===== src/rtl/writeback_arbiter.sv =====
// Register-file write-port arbiter: the in-order pipeline has priority, MDU
// results queue in a small FIFO whose head forces a pipeline hold when starved.
module writeback_arbiter #(
    parameter int DEPTH      = 2,
    parameter int STARVE_MAX = 4
) (
    input  logic                       clk,
    input  logic                       rst,
    input  logic                       pipe_valid,
    input  logic [4:0]                 pipe_rd,
    input  logic [31:0]                pipe_data,
    output logic                       stall_pipe,
    input  logic                       mdu_valid,
    output logic                       mdu_ready,
    input  logic [4:0]                 mdu_rd,
    input  logic [31:0]                mdu_data,
    output logic [4:0]                 rd,
    output logic [31:0]                data_des,
    output logic                       data_valid,
    output logic [31:0]                pend_mask,
    output logic [$clog2(DEPTH):0]     fifo_count
);

    localparam int AW = (DEPTH > 1) ? $clog2(DEPTH) : 1;
    localparam int CW = $clog2(DEPTH) + 1;
    localparam int SW = $clog2(STARVE_MAX + 1);

    logic [4:0]    rd_mem_q   [DEPTH];
    logic [31:0]   data_mem_q [DEPTH];
    logic [AW-1:0] wptr_q, wptr_d;
    logic [AW-1:0] rptr_q, rptr_d;
    logic [CW-1:0] count_q, count_d;
    logic [SW-1:0] starve_q, starve_d;
    logic [4:0]    rd_q, rd_d;
    logic [31:0]   data_q, data_d;
    logic          valid_q, valid_d;

    logic          fifo_ne_s;
    logic          pipe_acc_s;
    logic          push_s;
    logic          pop_s;
    logic [AW-1:0] idx_s;

    assign fifo_ne_s  = (count_q != {CW{1'b0}});
    assign stall_pipe = (starve_q == SW'(STARVE_MAX));
    assign mdu_ready  = !rst && (count_q < CW'(DEPTH));
    assign pipe_acc_s = pipe_valid && !stall_pipe;
    // rd=0 MDU results are acknowledged but never occupy a slot
    assign push_s     = mdu_valid && mdu_ready && (mdu_rd != 5'd0);
    assign pop_s      = fifo_ne_s && (stall_pipe || !pipe_acc_s);

    assign rd         = rd_q;
    assign data_des   = data_q;
    assign data_valid = valid_q;
    assign fifo_count = count_q;

    // Arbitration, FIFO bookkeeping and starvation counter next state
    always_comb begin
        rd_d     = rd_q;
        data_d   = data_q;
        valid_d  = 1'b0;
        wptr_d   = wptr_q;
        rptr_d   = rptr_q;
        count_d  = count_q;
        starve_d = starve_q;
        if (pop_s) begin
            valid_d = 1'b1;
            rd_d    = rd_mem_q[rptr_q];
            data_d  = data_mem_q[rptr_q];
            rptr_d  = rptr_q + AW'(1);
        end else if (pipe_acc_s) begin
            valid_d = (pipe_rd != 5'd0);
            rd_d    = pipe_rd;
            data_d  = pipe_data;
        end else begin
            valid_d = 1'b0;
        end
        if (push_s) begin
            wptr_d = wptr_q + AW'(1);
        end else begin
            wptr_d = wptr_q;
        end
        case ({push_s, pop_s})
            2'b10:   count_d = count_q + CW'(1);
            2'b01:   count_d = count_q - CW'(1);
            default: count_d = count_q;
        endcase
        if (pop_s || !fifo_ne_s) begin
            starve_d = {SW{1'b0}};
        end else begin
            starve_d = starve_q + SW'(1);
        end
    end

    // Pending-destination mask over the currently valid FIFO entries
    always_comb begin
        pend_mask = 32'd0;
        idx_s     = {AW{1'b0}};
        for (int i = 0; i < DEPTH; i++) begin
            idx_s = rptr_q + AW'(i);
            if (CW'(i) < count_q) begin
                pend_mask[rd_mem_q[idx_s]] = 1'b1;
            end else begin
                pend_mask = pend_mask;
            end
        end
    end

    // Control and write-port registers
    always_ff @(posedge clk) begin
        if (rst) begin
            wptr_q   <= {AW{1'b0}};
            rptr_q   <= {AW{1'b0}};
            count_q  <= {CW{1'b0}};
            starve_q <= {SW{1'b0}};
            rd_q     <= 5'd0;
            data_q   <= 32'd0;
            valid_q  <= 1'b0;
        end else begin
            wptr_q   <= wptr_d;
            rptr_q   <= rptr_d;
            count_q  <= count_d;
            starve_q <= starve_d;
            rd_q     <= rd_d;
            data_q   <= data_d;
            valid_q  <= valid_d;
        end
    end

    // FIFO storage; stale contents are masked by the occupancy count
    always_ff @(posedge clk) begin
        if (push_s) begin
            rd_mem_q[wptr_q]   <= mdu_rd;
            data_mem_q[wptr_q] <= mdu_data;
        end
    end

endmodule


===== config.mk =====
export PLATFORM = sky130hd
export DESIGN_NAME = writeback_arbiter
export DESIGN_NICKNAME = d
export VERILOG_FILES = /design/src/rtl/writeback_arbiter.sv
export SDC_FILE = /design/constraint.sdc
export NUM_CORES = 1
export LEC_CHECK = 0
export BUFFER_PORTS_ARGS = -buffer_cell sky130_fd_sc_hd__buf_2
export CAP_MARGIN = 20
export CORE_ASPECT_RATIO = 1.4
export CORE_UTILIZATION = 45
export DETAILED_ROUTE_END_ITERATION = 12
export GPL_TIMING_DRIVEN = 0
export PLACE_DENSITY = 0.82
export SLEW_MARGIN = 25
export SYNTH_ARGS = -nofsm -noshare
export SYNTH_HDL_FRONTEND = slang
export SYNTH_SLANG_ARGS = --single-unit

===== constraint.sdc =====
create_clock -name clk -period 10.3 [get_ports clk]
set_input_delay 3.09 -clock clk [delete_from_list [all_inputs] [get_ports clk]]
set_output_delay 3.09 -clock clk [all_outputs]
set_load 0.01 [all_outputs]

==> results.sh, run 1 <==
export IMPL_firstDrtPassIters=5
export IMPL_hpwl_um=9820
export IMPL_grt_max_degree=21
export IMPL_drive_gt1_share_pct=38.1
export IMPL_grt_pass1_vias=4255
export IMPL_yosysUniqueCellTypes=31
export IMPL_postSynthCellCount=445
export IMPL_fmax_ghz=0.152
export IMPL_regToRegStartpoint="fifo_count[1]$_SDFFE_PP0P_"
export IMPL_core_sq_um=11400
export IMPL_drt_iter0_markers=270
export IMPL_clock_sinks=120
export IMPL_worstMarginPinSlew_ns=0.754
export IMPL_grt_pass1_wl_um=21100
export IMPL_place_congestion=0.928
export IMPL_drv_cap=0
export IMPL_grt_ovfl_total=0
export IMPL_antenna_found_initial=0
export IMPL_cts_hold_buf=0
export IMPL_ctsLongestPathBuffers=2
export IMPL_vdd_ir_drop_worst_mv=0.179
export IMPL_fin_skew_ns=0.0122
export IMPL_critical_path_buf_inv_count=2
export IMPL_portBuffers=151
export IMPL_hold_class="flip-flop to flip-flop"
export IMPL_r2r_end="fifo_count[1]$_SDFFE_PP0P_"
export IMPL_worstSkewPairLatency_ns=0.41
export IMPL_min_from="starve_q[0]$_SDFF_PP0_"
export IMPL_area_delta_synth_final_pct=31.5
export IMPL_arrival_ns=3.47
export IMPL_cp_start_kind="input port"
export IMPL_critPathCaptureType="output pin"
export IMPL_track_usage_pct=22.9
export IMPL_die_x_um=93.7
export IMPL_r2r_slack_ns=7.87
export IMPL_layout_common_cells="buf_2, edfxtp_1, dfxtp_1, mux2_2, a21oi_1"
export IMPL_cts_root_buf="clkbuf_16"
export IMPL_crit_chain="buf_2 > nor2_1 > buf_2"
export IMPL_cp_top_family="buffers and inverters"
export IMPL_rows=46
export IMPL_post_cts_buffers=0
export IMPL_worstHoldPathCells=1
export IMPL_ys_ff_latch=120
export IMPL_slew_headroom_pct=49.5
export IMPL_cp_slowest_cell="buf_2"
export IMPL_status="completed"
export IMPL_antenna_left=0
export IMPL_cts_buffers=17
export IMPL_reg2reg_depth=10
export IMPL_place_inst=742
export IMPL_tns_ns=0
export IMPL_p_per_area_nw_per_um2=264
export IMPL_start_util_pct=46.4
export IMPL_slowest_delay_ns=0.15
export IMPL_crit_start="rst"
export IMPL_worstPathRequired_ns=7.21
export IMPL_syn_avg_cell_area_sq_um=11.9
export IMPL_hold_violations=0
export IMPL_fin_crit_ns=6.56
export IMPL_ios=152
export IMPL_post_drt_via_cell_ratio=5.63
export IMPL_diodes=0
export IMPL_synth_fp_nets=528
export IMPL_syn_area_sq_um=5290
export IMPL_path_clk_slew_ns=0.05
export IMPL_crit_fanout=2
export IMPL_postCtsResizedCells=0
export IMPL_yosysSeqAreaShare_pct=59.4
export IMPL_wl_per_cell_um=18.0
export IMPL_drt_total_wl_um=13900
export IMPL_num_vias=4359
export IMPL_route_detailed_drc=0
export IMPL_criticalPathCategory="input port to output pin"
export IMPL_yosysWarnings=0
export IMPL_instances_no_fill=774
export IMPL_hold_path_endpoint="starve_q[0]$_SDFF_PP0_"
export IMPL_die_area_sq_um=12200
export IMPL_cts_tree="done"
export IMPL_setup_viol=0
export IMPL_path_common_cell="buf_2"
export IMPL_leakage_nw=2.81
export IMPL_die_y_um=130
export IMPL_cts_htree_levels=4
export IMPL_rsz0062_at_grt="false"
export IMPL_fin_nets=700
export IMPL_layout_commonest_cell="buf_2"
export IMPL_fin_crit_sh_pct=63.7
export IMPL_maxSlewViolCount=0
-- power breakdown --
part | internal [mW] | total [mW] | switching, mW
Clock | 0.452 | 0.659 | 0.206
Sequential | 0.583 | 0.613 | 0.0302
Combinational | 0.226 | 0.566 | 0.340
-- worst register-to-register path: stages, from the launching register on --
cell	delay, ns
dfxtp_1	0.33
inv_1	0.11
ha_1	0.19
buf_2	0.26
buf_2	0.27
buf_1	0.44
nor2_1	0.11
ha_1	0.22
xor2_1	0.16
nor2_1	0.06
a211oi_1	0.18
-- metrics by stage --
step | area [sq um] | setup slack [ns] | util (%) | total power [mW] | hold WS, ns
3_3_place_gp | 6230 | 3.76 | 54.7 | 1.15 | 0.445
3_5_place_dp | 6300 | 3.76 | 55.3 | 1.18 | 0.463
5_1_grt | 6960 | 3.73 | 61.1 | 1.92 | 0.485
2_1_floorplan | 5290 | 3.93 | - | 0.997 | 0.432
4_1_cts | 6960 | 3.76 | 61.1 | 1.84 | 0.467
6_report | 6960 | 3.74 | 61.1 | 1.84 | 0.473
-- logic make-up after synthesis --
| family | count (synthesis) | synth area share [%] |
|---|---|---|
| flops | 120 | 59.4 |
| compound gates | 114 | 13.6 |
| simple gates | 114 | 10.9 |
| mux | 52 | 10.9 |
| buf+inv | 37 | 3.50 |
| fa+ha+maj | 5 | 1.18 |
| xor+xnor | 3 | 0.497 |
-- registers in the layout, summed over array words and instances, names as in the netlist, named ones only --
register / count
data_des: 32
rptr_q: 1
data_valid: 1
starve_q: 3
data_mem_q: 64
wptr_q: 1
fifo_count: 2
rd: 5
rd_mem_q: 10
-- how the worst max path moves through the flow --
| stage | end | cells past startpoint | slack, ns |
|---|---|---|---|
| global placement | mdu_ready | 3 | 3.76 |
| CTS | mdu_ready | 3 | 3.76 |
| floorplan | mdu_ready | 1 | 3.93 |
| finish | mdu_ready | 3 | 3.74 |
| detailed placement | mdu_ready | 3 | 3.76 |
| global route | mdu_ready | 3 | 3.73 |
-- cell usage after synthesis --
library cell	n	area, sq um
o21ai_0	1	5.00
ha_1	5	62.6
nor2b_1	1	6.26
a211oi_1	1	7.51
and2_1	1	6.26
xnor2_1	1	8.76
clkbuf_1	16	60.1
dfxtp_1	46	921
buf_6	5	56.3
nand2b_1	38	238
mux2i_1	10	100
nor4b_1	1	8.76
nand2_1	37	139
a21oi_1	39	195
a221oi_1	1	8.76
xor2_1	2	17.5
a21boi_0	1	7.51
buf_2	7	35.0
a21bo_2	1	10.0
mux2_2	41	462
inv_1	6	22.5
nor4_1	3	18.8
buf_1	3	11.3
o22ai_1	32	200
nand3_1	22	110
or3_1	3	18.8
or4_1	1	7.51
edfxtp_1	74	2220
mux2_4	1	15.0
o211ai_1	38	285
nor2_1	7	26.3
-- layout make-up --
class                   count  area, sq um
flip-flops and latches    120         3140
plain buffers              31          163
well taps                 144          180
clock inverters            13          226
repair buffers            153          811
multi-input cells         288         1980
clock buffers              19          433
fillers                   900         4440
inverters                   6         22.5
-- routing by layer --
layer | global-route usage (%) | part of all wire, %
met3 | 4.43 | 5.5
met5 | 0 | 0
met2 | 42.7 | 54
met1 | 24.6 | 39
met4 | 11.0 | 2.1
No activity file was read; power rests on OpenSTA's default activity.
==> run 2, diff against run 1 <==
- ABC_AREA: unset -> 1
- PLACE_DENSITY: 0.82 -> 0.84
- clock period: 10.3 -> 5.9 ns (I/O delays scaled with it)
==> results.sh, run 2 <==
export IMPL_ios=152
export IMPL_cts_root_buf="clkbuf_16"
export IMPL_crit_fanout=9
export IMPL_cts_hold_buf=0
export IMPL_portBuffers=150
export IMPL_postLayoutCellArea_sq_um=7090
export IMPL_layout_commonest_cell="nand2_1"
export IMPL_clock_sinks=120
export IMPL_ctsLongestPathBuffers=2
export IMPL_die_area_sq_um=12600
export IMPL_synth_top_area_share_pct=40.8
export IMPL_post_cts_buffers=0
export IMPL_antenna_left=0
export IMPL_core_sq_um=11800
export IMPL_power_total_mw=2.92
export IMPL_status="completed"
export IMPL_yosysUniqueCellTypes=30
export IMPL_sw_frac_of_total_pct=31.1
export IMPL_cts_buffers=17
export IMPL_tns_ns=0
export IMPL_yosysWarnings=0
export IMPL_antenna_found_initial=2
export IMPL_criticalPathCategory="input port to output pin"
export IMPL_finalWorstSetupSlack_ns=1.91
export IMPL_instances_no_fill=966
export IMPL_hold_ws_ns=0.457
export IMPL_fin_nets=887
export IMPL_track_usage_pct=24.3
export IMPL_place_inst=932
export IMPL_die_y_um=132
export IMPL_fin_crit_sh_pct=67.7
export IMPL_postSynthCellCount=633
export IMPL_leakage_nw=3.39
export IMPL_grt_pass1_wl_um=22700
export IMPL_final_core_util_pct=60.0
export IMPL_maxSlewViolCount=0
export IMPL_die_x_um=95.0
export IMPL_cts_htree_levels=4
export IMPL_synth_top_area_cell="edfxtp_1"
export IMPL_setup_viol=0
export IMPL_path_clk_slew_ns=0.05
export IMPL_start_util_pct=46.1
export IMPL_drt_iter0_markers=241
export IMPL_cts_tree="done"
export IMPL_placed_area_sq_um=6440
export IMPL_route_detailed_drc=0
export IMPL_post_drt_via_cell_ratio=5.05
export IMPL_slew_headroom_pct=58.1
export IMPL_p_int_mw=2.02
export IMPL_p_per_area_nw_per_um2=413
export IMPL_worstMarginPinSlew_ns=0.629
export IMPL_critPathCaptureType="output pin"
export IMPL_power_frac_comb_pct=26.1
export IMPL_wl_per_cell_um=15.2
export IMPL_arrival_ns=2.22
export IMPL_largest_register="data_mem_q"
export IMPL_power_frac_clock_pct=38.0
export IMPL_grt_ovfl_total=0
export IMPL_fillers=1027
export IMPL_yosysSeqAreaShare_pct=57.7
export IMPL_synth_edf_count=74
export IMPL_syn_area_sq_um=5450
export IMPL_place_congestion=0.876
export IMPL_grt_max_degree=23
export IMPL_area_delta_synth_final_pct=30.1
export IMPL_hold_violations=0
export IMPL_drive_gt1_share_pct=28.4
export IMPL_p_seq_share_pct=35.9
export IMPL_synth_commonest_cells="nand2_1, edfxtp_1, dfxtp_1, nand3_1, o21ai_0"
export IMPL_firstDrtPassIters=5
export IMPL_ys_ff_latch=120
export IMPL_worstSkewPairLatency_ns=0.42
export IMPL_synth_area_leaders="edfxtp_1, nand2_1, dfxtp_1"
export IMPL_drv_cap=0
export IMPL_place_ws_ns=1.91
export IMPL_synth_ff_type="edfxtp_1"
export IMPL_ys_async_sr_fraction_pct=0
export IMPL_cp_start_kind="input port"
export IMPL_power_switching_mw=0.909
export IMPL_largest_reg_flops=64
export IMPL_layout_common_cells="nand2_1, buf_2, edfxtp_1, dfxtp_1, nand3_1"
export IMPL_fin_crit_ns=3.99
export IMPL_drt_total_wl_um=14700
export IMPL_worstPathRequired_ns=4.13
export IMPL_post_synth_top_count_cell="nand2_1"
export IMPL_rsz0062_at_grt="false"
export IMPL_num_vias=4883
export IMPL_grt_pass1_vias=4803
export IMPL_rows=47
export IMPL_vdd_ir_drop_worst_mv=0.240
export IMPL_hpwl_um=10800
export IMPL_hold_class="flip-flop to flip-flop"
export IMPL_synth_fp_nets=716
export IMPL_fmax_ghz=0.250
export IMPL_syn_avg_cell_area_sq_um=8.61
export IMPL_fin_skew_ns=0.00754
export IMPL_postCtsResizedCells=0
==> run 2: kinds of logic after synthesis <==
group                    count (synthesis)  share of synthesized area, %
adder cells (fa/ha/maj)                  5                          1.15
AO/OA/AOI/OAI                           65                          6.34
flip-flops                             120                          57.7
buffers and inverters                   56                          4.96
XOR/XNOR                                 2                         0.322
AND/OR/NAND/NOR                        385                          29.5
==> run 2: cell type report <==
class / count / area, sq um / share of cell area (%)
Buffer: 24 / 148 / 2.08
Inverter: 32 / 123 / 1.73
Clock inverter: 10 / 173 / 2.44
Tap cell: 147 / 184 / 2.60
Antenna cell: 2 / 5.00 / 0.0706
Timing Repair Buffer: 152 / 806 / 11.4
Clock buffer: 22 / 464 / 6.55
Sequential cell: 120 / 3140 / 44.4
Multi-Input combinational cell: 457 / 2040 / 28.8
==> run 2: worst max-delay path, stage by stage <==
cell and delay [ns]:
buf_2 0.25, nor2_1 0.06, buf_2 0.14
==> run 2: power groups by stage <==
stage	clock network, mW	registers [mW]	logic, mW
floorplan	0	1.09	0.458
detailed placement	0	1.06	0.757
global route	1.15	1.06	0.847
CTS	1.12	1.05	0.762
global placement	0	1.06	0.725
finish	1.11	1.05	0.763
==> run 2: final timing paths <==
check	start	endpoint	slack (ns)	cells after the start
max	rst	mdu_ready	1.91	3
min	data_des[30]$_SDFFE_PP0P_	data_des[30]$_SDFFE_PP0P_	0.46	2
max reg2reg	fifo_count[1]$_SDFFE_PP0P_	fifo_count[1]$_SDFFE_PP0P_	3.86	9
min reg2reg	data_des[30]$_SDFFE_PP0P_	data_des[30]$_SDFFE_PP0P_	0.46	2
==> run 2: layer usage <==
layer	GRT usage, %	share of wire (%)
met5	0	0
met4	12.5	3.3
met3	6.86	6.6
met2	44.5	54
met1	24.2	36
